`config.mk`:
```
export PLATFORM = sky130hd
export DESIGN_NAME = bin_to_bcd_seq_flat
export DESIGN_NICKNAME = d
export VERILOG_FILES = /design/src/rtl/bin_to_bcd_seq_if.sv /design/src/rtl/bin_to_bcd_seq.sv /design/src/flat_wrapper.sv
export SDC_FILE = /design/constraint.sdc
export NUM_CORES = 1
export LEC_CHECK = 0
export ABC_AREA = 1
export BUFFER_PORTS_ARGS = -buffer_cell sky130_fd_sc_hd__buf_4
export CAP_MARGIN = 20
export CORE_UTILIZATION = 40
export CTS_CLUSTER_SIZE = 28
export DETAILED_ROUTE_END_ITERATION = 10
export PLACE_DENSITY = 0.7
export SLEW_MARGIN = 20
export SYNTH_ARGS = -nofsm -noshare
export SYNTH_HDL_FRONTEND = slang
export SYNTH_SLANG_ARGS = --single-unit
```
`constraint.sdc`:
```
create_clock -name clk -period 1.3 [get_ports clk]
set_input_delay 0.13 -clock clk [delete_from_list [all_inputs] [get_ports clk]]
set_output_delay 0.13 -clock clk [all_outputs]
set_load 0.02 [all_outputs]
```
`src/rtl/bin_to_bcd_seq_if.sv`:
```
// Request/result handshake bundle for the sequential binary-to-BCD converter.
// The master side is the producer/consumer pair; the slave side is the converter.
interface bin_to_bcd_seq_if #(
    parameter int unsigned WIDTH  = 8,
    parameter int unsigned DIGITS = 3
);
    logic                  in_valid;
    logic                  in_ready;
    logic [WIDTH-1:0]      in_data;
    logic                  out_valid;
    logic                  out_ready;
    logic [4*DIGITS-1:0]   out_bcd;
    logic                  out_sign;
    logic                  out_overflow;

    modport master (
        output in_valid,
        output in_data,
        output out_ready,
        input  in_ready,
        input  out_valid,
        input  out_bcd,
        input  out_sign,
        input  out_overflow
    );

    modport slave (
        input  in_valid,
        input  in_data,
        input  out_ready,
        output in_ready,
        output out_valid,
        output out_bcd,
        output out_sign,
        output out_overflow
    );
endinterface

```
`src/rtl/bin_to_bcd_seq.sv`:
```
// Sequential double-dabble binary-to-BCD converter, one input bit per clock, with
// optional two's-complement input (sign-magnitude result) and a sticky overflow flag.
module bin_to_bcd_seq #(
    parameter int unsigned WIDTH  = 8,
    parameter int unsigned DIGITS = 3,
    parameter bit          SIGNED = 1'b0
) (
    input logic              clk,
    input logic              rst,
    bin_to_bcd_seq_if.slave  bus
);
    localparam int unsigned BcdW = 4 * DIGITS;
    localparam int unsigned CntW = $clog2(WIDTH + 1);

    typedef enum logic [1:0] {StIdle, StShift, StDone} state_e;

    state_e            state_q, state_d;
    logic [WIDTH-1:0]  shreg_q, shreg_d;
    logic [BcdW-1:0]   bcd_q, bcd_d;
    logic              ovf_q, ovf_d;
    logic              sign_q, sign_d;
    logic [CntW-1:0]   cnt_q, cnt_d;
    logic              valid_q, valid_d;
    logic [BcdW-1:0]   res_bcd_q, res_bcd_d;
    logic              res_sign_q, res_sign_d;
    logic              res_ovf_q, res_ovf_d;

    logic [BcdW-1:0]   bcd_adj;
    logic [WIDTH-1:0]  mag;
    logic              neg;
    logic              carry;

    always_comb begin
        bcd_adj = bcd_q;
        for (int i = 0; i < int'(DIGITS); i++) begin
            if (bcd_q[4*i +: 4] >= 4'd5) begin
                bcd_adj[4*i +: 4] = bcd_q[4*i +: 4] + 4'd3;
            end
        end
    end

    // Negating -2^(WIDTH-1) wraps to itself, which is the correct unsigned magnitude.
    assign neg = SIGNED && bus.in_data[WIDTH-1];
    assign mag = neg ? ((~bus.in_data) + WIDTH'(1)) : bus.in_data;

    always_comb begin
        state_d    = state_q;
        shreg_d    = shreg_q;
        bcd_d      = bcd_q;
        ovf_d      = ovf_q;
        sign_d     = sign_q;
        cnt_d      = cnt_q;
        valid_d    = valid_q;
        res_bcd_d  = res_bcd_q;
        res_sign_d = res_sign_q;
        res_ovf_d  = res_ovf_q;
        carry      = 1'b0;

        unique case (state_q)
            StIdle: begin
                if (bus.in_valid) begin
                    shreg_d = mag;
                    bcd_d   = '0;
                    ovf_d   = 1'b0;
                    sign_d  = neg;
                    cnt_d   = '0;
                    state_d = StShift;
                end
            end
            StShift: begin
                {carry, bcd_d, shreg_d} = {bcd_adj, shreg_q, 1'b0};
                ovf_d = ovf_q | carry;
                cnt_d = cnt_q + CntW'(1);
                if (cnt_q == CntW'(WIDTH - 1)) begin
                    state_d    = StDone;
                    valid_d    = 1'b1;
                    res_bcd_d  = bcd_d;
                    res_sign_d = sign_q;
                    res_ovf_d  = ovf_d;
                end
            end
            StDone: begin
                if (bus.out_ready) begin
                    state_d = StIdle;
                    valid_d = 1'b0;
                end
            end
            default: state_d = StIdle;
        endcase
    end

    always_ff @(posedge clk or posedge rst) begin
        if (rst) begin
            state_q    <= StIdle;
            shreg_q    <= '0;
            bcd_q      <= '0;
            ovf_q      <= 1'b0;
            sign_q     <= 1'b0;
            cnt_q      <= '0;
            valid_q    <= 1'b0;
            res_bcd_q  <= '0;
            res_sign_q <= 1'b0;
            res_ovf_q  <= 1'b0;
        end else begin
            state_q    <= state_d;
            shreg_q    <= shreg_d;
            bcd_q      <= bcd_d;
            ovf_q      <= ovf_d;
            sign_q     <= sign_d;
            cnt_q      <= cnt_d;
            valid_q    <= valid_d;
            res_bcd_q  <= res_bcd_d;
            res_sign_q <= res_sign_d;
            res_ovf_q  <= res_ovf_d;
        end
    end

    assign bus.in_ready     = (state_q == StIdle);
    assign bus.out_valid    = valid_q;
    assign bus.out_bcd      = res_bcd_q;
    assign bus.out_sign     = res_sign_q;
    assign bus.out_overflow = res_ovf_q;
endmodule
```
`src/flat_wrapper.sv`:
```
// flat-port wrapper written by rule: the top's interface ports become plain ports
module bin_to_bcd_seq_flat 
#(
    parameter int unsigned WIDTH  = 8,
    parameter int unsigned DIGITS = 3,
    parameter bit          SIGNED = 1'b0
)
  (clk, rst, bus_in_valid, bus_in_data, bus_out_ready, bus_in_ready, bus_out_valid, bus_out_bcd, bus_out_sign, bus_out_overflow);
  bin_to_bcd_seq_if #(.WIDTH(WIDTH), .DIGITS(DIGITS)) bus_i ();
  input logic clk;
  input logic rst;
  input wire logic [$bits(bus_i.in_valid)-1:0] bus_in_valid;
  input wire logic [$bits(bus_i.in_data)-1:0] bus_in_data;
  input wire logic [$bits(bus_i.out_ready)-1:0] bus_out_ready;
  output wire logic [$bits(bus_i.in_ready)-1:0] bus_in_ready;
  output wire logic [$bits(bus_i.out_valid)-1:0] bus_out_valid;
  output wire logic [$bits(bus_i.out_bcd)-1:0] bus_out_bcd;
  output wire logic [$bits(bus_i.out_sign)-1:0] bus_out_sign;
  output wire logic [$bits(bus_i.out_overflow)-1:0] bus_out_overflow;
  assign bus_i.in_valid = bus_in_valid;
  assign bus_i.in_data = bus_in_data;
  assign bus_i.out_ready = bus_out_ready;
  assign bus_in_ready = bus_i.in_ready;
  assign bus_out_valid = bus_i.out_valid;
  assign bus_out_bcd = bus_i.out_bcd;
  assign bus_out_sign = bus_i.out_sign;
  assign bus_out_overflow = bus_i.out_overflow;
  bin_to_bcd_seq #(.WIDTH(WIDTH), .DIGITS(DIGITS), .SIGNED(SIGNED)) u_core (.clk(clk), .rst(rst), .bus(bus_i));
endmodule
```
* Word level (Yosys, flattened, before mapping)
Cells that the tools add are included.
Storage, ports and cells: bits of input ports 12, logic and storage cells 47, register bits after elaboration 41
Cells by class: $lt $le $gt $ge 3, reduce and logical (&&, ||, !) cells 7, equal/unequal tests 6, mux-type cells 18, bitwise operators 1, add/sub/neg operators 4
Operators by type and width (number):
- $pmux W12 S2 | 1
- $mux W4 | 4
- $pmux W8 S2 | 1
- $add A4 B2 Y4 const B | 3
- $ge A4 B3 Y1 const B | 3
- $mux W12 | 1
- $mux W8 | 1
- $pmux W4 S2 | 1
- $mux W2 | 3
- $pmux W2 S3 | 1
- $reduce_and A3 Y1 | 2
- $add A4 B1 Y4 const B | 1
- $eq A4 B3 Y1 const B | 1
- $ne A2 B2 Y1 const B | 2
- $pmux W1 S2 | 2
- $reduce_and A2 Y1 | 2
- $reduce_bool A2 Y1 | 2
- $mux W1 | 3
- $eq A2 B1 Y1 const B | 1
- $eq A2 B2 Y1 const B | 1
- $logic_not A2 Y1 | 1
- $ne A2 B1 Y1 const B | 1
- $or A1 B1 Y1 | 1

* Logic depth before layout (Yosys ltp)
Gate-level depths: netlist of run 1.
depth after elaboration 4, mapped depth 10, depth with buffers taken out 10

* Worst setup path before layout of run 1
OpenSTA, ideal clock, no wires.
path kind reg2reg, start point reg u_core.bcd_q[4], end point reg u_core.bcd_q[7], required time 1.217 ns, stages on the path, launching flop included 7, arrival time 1.168 ns, library setup time 0.083 ns, path slack 0.050 ns, buffers on the path 0, path through dfrtp_1 > inv_1 > ha_1 > or2_2 > a21oi_1 > nand2_1 > o21ai_0
Between the ends: cells in the longest elaborated chain, start to end 3
RTL lines:
- start, declared | RTL line bin_to_bcd_seq.sv:19 | logic [BcdW-1:0] bcd_q, bcd_d;
- start signal, assigned | RTL line bin_to_bcd_seq.sv:96 | bcd_q <= '0;
- start signal, assigned | RTL line bin_to_bcd_seq.sv:107 | bcd_q <= bcd_d;
- $add A4 B2 Y4 or $ge A4 B3 Y1 (tied branches) | RTL line bin_to_bcd_seq.sv:37, bin_to_bcd_seq.sv:36
- $mux W4 (*) | RTL line bin_to_bcd_seq.sv:36 | if (bcd_q[4*i +: 4] >= 4'd5) begin
- $pmux W12 S2 (*) | RTL line bin_to_bcd_seq.sv:59 | unique case (state_q)
Every way passes the cells marked *; elsewhere a longest branch is shown, timed or not. A chain may end at the register's enable or synchronous reset.

* Final worst setup path of run 1
start point reg u_core.bcd_q[5], end point reg u_core.bcd_q[6]
The elaborated chain is that of the path after synthesis.

==> results.md, run 1 <==
* Pre-Repair DR Iteration Count at 4
* Clock sink total at slightly above 40
* Fin Setup TNS at 0 ps
* CTS H-Tree Depth at 2
* Async SR Flop Fraction at 1.00
* Vias per Instance at 4.68
* Share of cells above drive strength 1 at 0.344
* Power Total at 6.46 mW
* Cts bufs inserted at 5
* Clock Tree Buf Depth at 2
* Unique masters post-synth at 25
* Power Dens Cells at approximately 2500 nW/µm²
* Synthesized cell area at approximately 2000 µm²
* Maximum fanout along the worst path at 4
* # port buffers at 26
* Ant diodes at 0
* VDD IR max at just over 0.0009 V
* Crit path max-delay cell type: dfrtp_1
* Top cells by count, synth: nand2_1 (81), dfrtp_1 (41), inv_1 (22), nand3_1 (22), o21ai_0 (15)
* Net Count, Synth at about 250
* Via Count at approximately 1,600
* Overall die area at between 5000 and 6000 µm²
* Initial DRC count at 94
* Sequential share of the synthesized area at 0.522
* Startpoint Class: register
* Largest net degree at the start of global routing at 42
* Root buffer selected by CTS: clkbuf_8
* Final nets at 301
* Rows at 25
* Largest stage delay on the critical path at 360 ps
* Maximum clock rate at 788 MHz
* Final setup violation count at 0
* Core area at about 4700 µm²
* CTS clk-pin slew, worst paths at 70 ps
* Register area at roughly 1000 µm²
* Count of pins over their slew limit at 0
* Syn Inst Count at ~230
* Synth Register Bits at between 40 and 50
* WL/cell at approximately 12 µm
* GPL Wtd Cong at approximately 0.85
* P_leak at around 1.3 nW
* RSZ-0062 raised after global routing: true
* R2R setup slack at 30 ps
* HPWL after DPL at around 2600 µm
* Syn Area/Cell at between 8 and 9 µm²
* Final Cycle Share at 0.976
* Post-Route WL at around 4000 µm
* YS warnings at 0
* Residual DRC at 0
* Synth area leaders: dfrtp_1 (52%), nand2_1 (15%), nand3_1 (5.6%), ha_1 (4.5%), inv_1 (4.2%)
* Most frequent cell after synthesis: nand2_1
* Layout overhead on the synthesized area at 33.2%
* Synth area leader: dfrtp_1
* Die width at approximately 70 µm
* Critical Path End Type: register
* CTS tree: done
* Tmin final at ~1300 ps
* Ports at 28
* Initial Util at 0.416
* Synth top area share at 0.522
* Worst path required time at around 1500 ps
* Placed instance area at 2340 µm²
* Multi-input logic area at roughly 900 µm²
* Design Area, Final at between 2000 and 3000 µm²
* Layout Skew at about 3.9 ps
* Worst path cell trace: inv_2, ha_2, nand2_1, nand2_1, nor2_2, inv_2, nand2_2, nand3_1, o21ai_1
* Critical path class: register to register
* Hold Path Class: primary input to register
* Initial antenna violation count at 0
* Die height at about 72 µm
* Non-Filler Instances at approximately 350
* Total GRT Usage at 0.165
* First-pass GRT wire length at between 6000 and 7000 µm
* Commonest register cell after synthesis: dfrtp_1
* Number of synthesized flops with an enable pin at 0
* Post-Place Cells at around 340
* Clk Latency, worst-skew pair at between 200 and 300 ps
* CP arrival at 1490 ps
* Fill count at ~430
* Congestion Overflow GR at 0
* Vias in the first global route at ~1,500
* Final ANT Viol Nets at 0
* Finished Core Util at 0.555
* Max cap viols at 0
* Final number of hold-violating endpoints at 0
* Status: completed
==> worst paths after layout <==
check | from | endpoint | depth (start not counted)
max | u_core.bcd_q[5] | u_core.bcd_q[6] | 9
min | bus_out_ready | u_core.state_q[1] | 2
max reg2reg | u_core.bcd_q[5] | u_core.bcd_q[6] | 9
min reg2reg | u_core.bus.out_bcd[11] | u_core.bus.out_bcd[11] | 2
max in group asynchronous | rst | u_core.shreg_q[2] | 4
min in group asynchronous | rst | u_core.bcd_q[3] | 4
==> stage by stage <==
stage,hold slack [ps],setup WS (ps)
2_1_floorplan,228,49.7
3_3_place_gp,213,-4.30
3_5_place_dp,216,-62.5
4_1_cts,12.5,-21.5
5_1_grt,22.8,-43.8
6_report,17.8,31.5
==> critical path: cells and delay by family (launching register included) <==
| family | cells | cell delay (ps) |
|---|---|---|
| simple gates | 5 | 430 |
| flops | 1 | 360 |
| fa+ha+maj | 1 | 170 |
| compound gates | 1 | 70 |
| buf+inv | 2 | 160 |
==> placed cells by master, fill, tap and decap left out, types with 4 or more instances in the layout <==
| cell type | n |
|---|---|
| o21ai_1 | 9 |
| o211ai_1 | 5 |
| nand3_1 | 21 |
| a21oi_1 | 5 |
| buf_4 | 45 |
| nor2_4 | 4 |
| nand2_1 | 71 |
| clkbuf_8 | 6 |
| inv_1 | 11 |
| inv_2 | 10 |
| o21ai_0 | 7 |
| dfrtp_1 | 41 |
| nand2_2 | 10 |
==> per-layer routing <==
metal	part of all wire	vias to the layer above	GRT usage
met4	0.019	0	0.0566
met1	0.47	753	0.215
met2	0.47	30	0.266
met5	0	-	0
met3	0.043	10	0.0472
li1	-	840	-
==> cell type report <==
cell class,count,share of cell area
multi-input cells,160,0.353
flip-flops and latches,41,0.392
well taps,67,0.0320
repair inverters,1,0.00287
clock buffers,7,0.0330
inverters,24,0.0387
repair buffers,49,0.149
==> cells by family after synthesis <==
logic type	Yosys count	share of synthesized area
AOI/OAI and AO/OA	33	0.0980
adders and majority gates	7	0.0445
DFF	41	0.522
xor gates and xnor gates	3	0.0134
and+or+nand+nor	116	0.248
buffers and inverters	31	0.0725
other	1	0.00191
==> sequential cells by signal (all words and copies together), names as in the netlist <==
register / flops
u_core.cnt_q: 4
u_core.ovf_q: 1
u_core.bus.out_valid: 1
u_core.bcd_q: 12
u_core.bus.out_bcd: 12
u_core.state_q: 2
u_core.bus.out_overflow: 1
u_core.shreg_q: 8
==> repair_timing <==
action | CTS | global route
gates cloned | 0 | 1
hold buffers | 1 | 0
endpoints found under the setup margin | 12 | 30
pin swaps | 1 | 17
gates resized for setup | 4 | 52
endpoints found under the hold margin | 41 | 0
setup buffers | 2 | 2
==> power breakdown <==
| part | switching [mW] | internal, mW | leakage, nW |
|---|---|---|---|
| Clock | 0.409 | 0.421 | 0.0443 |
| Combinational | 2.00 | 1.48 | 0.741 |
| Sequential | 0.328 | 1.82 | 0.519 |
Power figures use the tool's default switching activity.
==> run 2, diff against run 1 <==
--- a/config.mk
+++ b/config.mk
@@ -9,10 +9,10 @@
 export BUFFER_PORTS_ARGS = -buffer_cell sky130_fd_sc_hd__buf_4
 export CAP_MARGIN = 20
 export CORE_UTILIZATION = 40
-export CTS_CLUSTER_SIZE = 28
+export CTS_CLUSTER_SIZE = 30
 export DETAILED_ROUTE_END_ITERATION = 10
-export PLACE_DENSITY = 0.7
-export SLEW_MARGIN = 20
+export PLACE_DENSITY = 0.68
+export SLEW_MARGIN = 15
 export SYNTH_ARGS = -nofsm -noshare
 export SYNTH_HDL_FRONTEND = slang
 export SYNTH_SLANG_ARGS = --single-unit
==> constraint.sdc (replaced) <==
create_clock -name clk -period 1.35 [get_ports clk]
set_input_delay 0.135 -clock clk [delete_from_list [all_inputs] [get_ports clk]]
set_output_delay 0.135 -clock clk [all_outputs]
set_load 0.02 [all_outputs]
==> run 2 against run 1 <==
  * Fmax down 2.8%
  * Sequential share of layout area grew 1.8 points
  * Cell area shrank 4.3%
  * Clock skew barely moved
  * First-iteration DRC count grew 32%
  * Power fell by 8.7%
  * Critical path depth shrank 3
  * Non-clock buffer count is 6 lower
  * Critical endpoint is now u_core.bcd_q[7]
==> results.md, run 2 (same netlist as run 1, synthesis figures left out) <==
* First-pass GRT wire length at between 6000 and 7000 µm
* Total GRT Usage at 0.166
* Hold depth at 2
* Share of cells above drive strength 1 at 0.279
* Overall die area at between 5000 and 6000 µm²
* VDD IR max at slightly above 0.001 V
* # port buffers at 26
* Crit path max-delay cell type: dfrtp_1
* Final setup violation count at 0
* Post-Place Cells at 330
* Tmin final at between 1000 and 1500 ps
* Largest net degree at the start of global routing at 42
* Fill count at 443
* Initial DRC count at roughly 120
* Final nets at ~300
* Initial antenna violation count at 0
* RSZ-0062 raised after global routing: true
* Count of pins over their slew limit at 0
* Ports at 28
* Maximum fanout along the worst path at 4
* Maximum clock rate at about 770 MHz
* CTS clk-pin slew, worst paths at around 80 ps
* Worst path cell trace: inv_2, ha_4, or2_2, a21oi_2, nand2_1, o21ai_1
* Commonest non-fill, non-tap cell in the layout: nand2_1
* Non-Filler Instances at roughly 340
* Final Cycle Share at 0.967
* Design Area, Final at about 2500 µm²
* Critical Path End Type: register
* Congestion Overflow GR at 0
* CTS H-Tree Depth at 2
* Startpoint Class: register
* Commonest non-fill, non-tap cells in the layout: nand2_1 (75), dfrtp_1 (41), buf_4 (40)
* Placed instance area at 2300 µm²
* Final number of hold-violating endpoints at 0
* Multi-input logic area at ~860 µm²
* Finished Core Util at 0.531
* CP arrival at 1530 ps
* Top delay family on crit path: flip-flops
* Residual DRC at 0
* Bufs and invs on worst path at 1
* Root buffer selected by CTS: clkbuf_8
* Max cap viols at 0
* Min-delay src: bus_out_ready
* Fin Setup TNS at 0 ps
* R2R setup slack at 40 ps
* Pre-Repair DR Iteration Count at 4
* P_leak at between 1 and 1.5 nW
* Rows at 25
* Initial Util at 0.416
* Die height at approximately 70 µm
* Die width at between 70 and 80 µm
* Hold Path Class: primary input to register
* Pre-CTS setup slack at -59.9 ps
* Layout Skew at around 3.9 ps
* Worst path required time at around 1600 ps
* Worst r2r src: u_core.bcd_q[4]
* WL/cell at ~12 µm
* Clk Latency, worst-skew pair at just under 300 ps
* Vias per Instance at ~4.7
* Worst R2R Path Depth at 6
* Clock Tree Buf Depth at 2
* Clock sink total at between 40 and 50
* PnR worst setup slack at roughly 44 ps
* Via Count at ~1,600
* End of the worst hold path: u_core.state_q[1]
* Power Dens Cells at between 2000 and 2500 nW/µm²
* Final ANT Viol Nets at 0
* Core area at 4720 µm²
* HPWL after DPL at around 2800 µm
* Layout overhead on the synthesized area at 27.5%
* Ant diodes at 0
* Cts bufs inserted at 5
* Status: completed
* Register area at between 1000 and 1500 µm²
* Reg-to-reg critical path endpoint: u_core.bcd_q[7]
* Post-Route WL at 4140 µm
* GPL Wtd Cong at about 0.81
* Vias in the first global route at around 1,500
* Critical path class: register to register
* Largest stage delay on the critical path at approximately 420 ps
* CTS tree: done
* Power Total at a little under 6 mW
* WHS at around 43 ps
run 2: metal layers:
layer  up-vias  GRT usage  routed length (µm)  share of wire
li1        826          -                   -              -
met1       753      0.214                1920           0.46
met2        28      0.273                2030           0.49
met3         7     0.0292                 125          0.030
met4         0     0.0784                  65          0.016
met5         -          0                   0              0
run 2: layout make-up:
class / instances / share of cell area
clock buffers: 7 / 0.0344
repair buffers: 43 / 0.138
repair inverters: 1 / 0.00299
well taps: 67 / 0.0334
flip-flops and latches: 41 / 0.409
inverters: 24 / 0.0394
multi-input cells: 160 / 0.343
run 2: what timing repair did:
item,4_1_cts,5_1_grt
pin swaps,2,10
buffers inserted,1,3
cloned,0,1
endpoints found under the setup margin,6,26
hold endpoints to repair,41,0
resized for setup,3,27
hold buffers,1,0
run 2: how the worst max path moves through the flow:
stage | start | end | slack (ps) | cells past startpoint
final | u_core.bcd_q[4] | u_core.bcd_q[7] | 40 | 6
after global routing | u_core.bcd_q[4] | u_core.bcd_q[7] | -10 | 6
after CTS | u_core.bcd_q[4] | u_core.bcd_q[6] | 2 | 8
after detailed placement | u_core.bcd_q[4] | u_core.bcd_q[6] | -60 | 8
after global placement | u_core.bcd_q[4] | u_core.bcd_q[6] | 30 | 8
after floorplan | u_core.bcd_q[4] | u_core.bcd_q[7] | 100 | 6
run 2: power by group:
| part | switching [mW] | internal, mW |
|---|---|---|
| clock network | 0.411 | 0.406 |
| logic | 1.76 | 1.23 |
| registers | 0.342 | 1.75 |
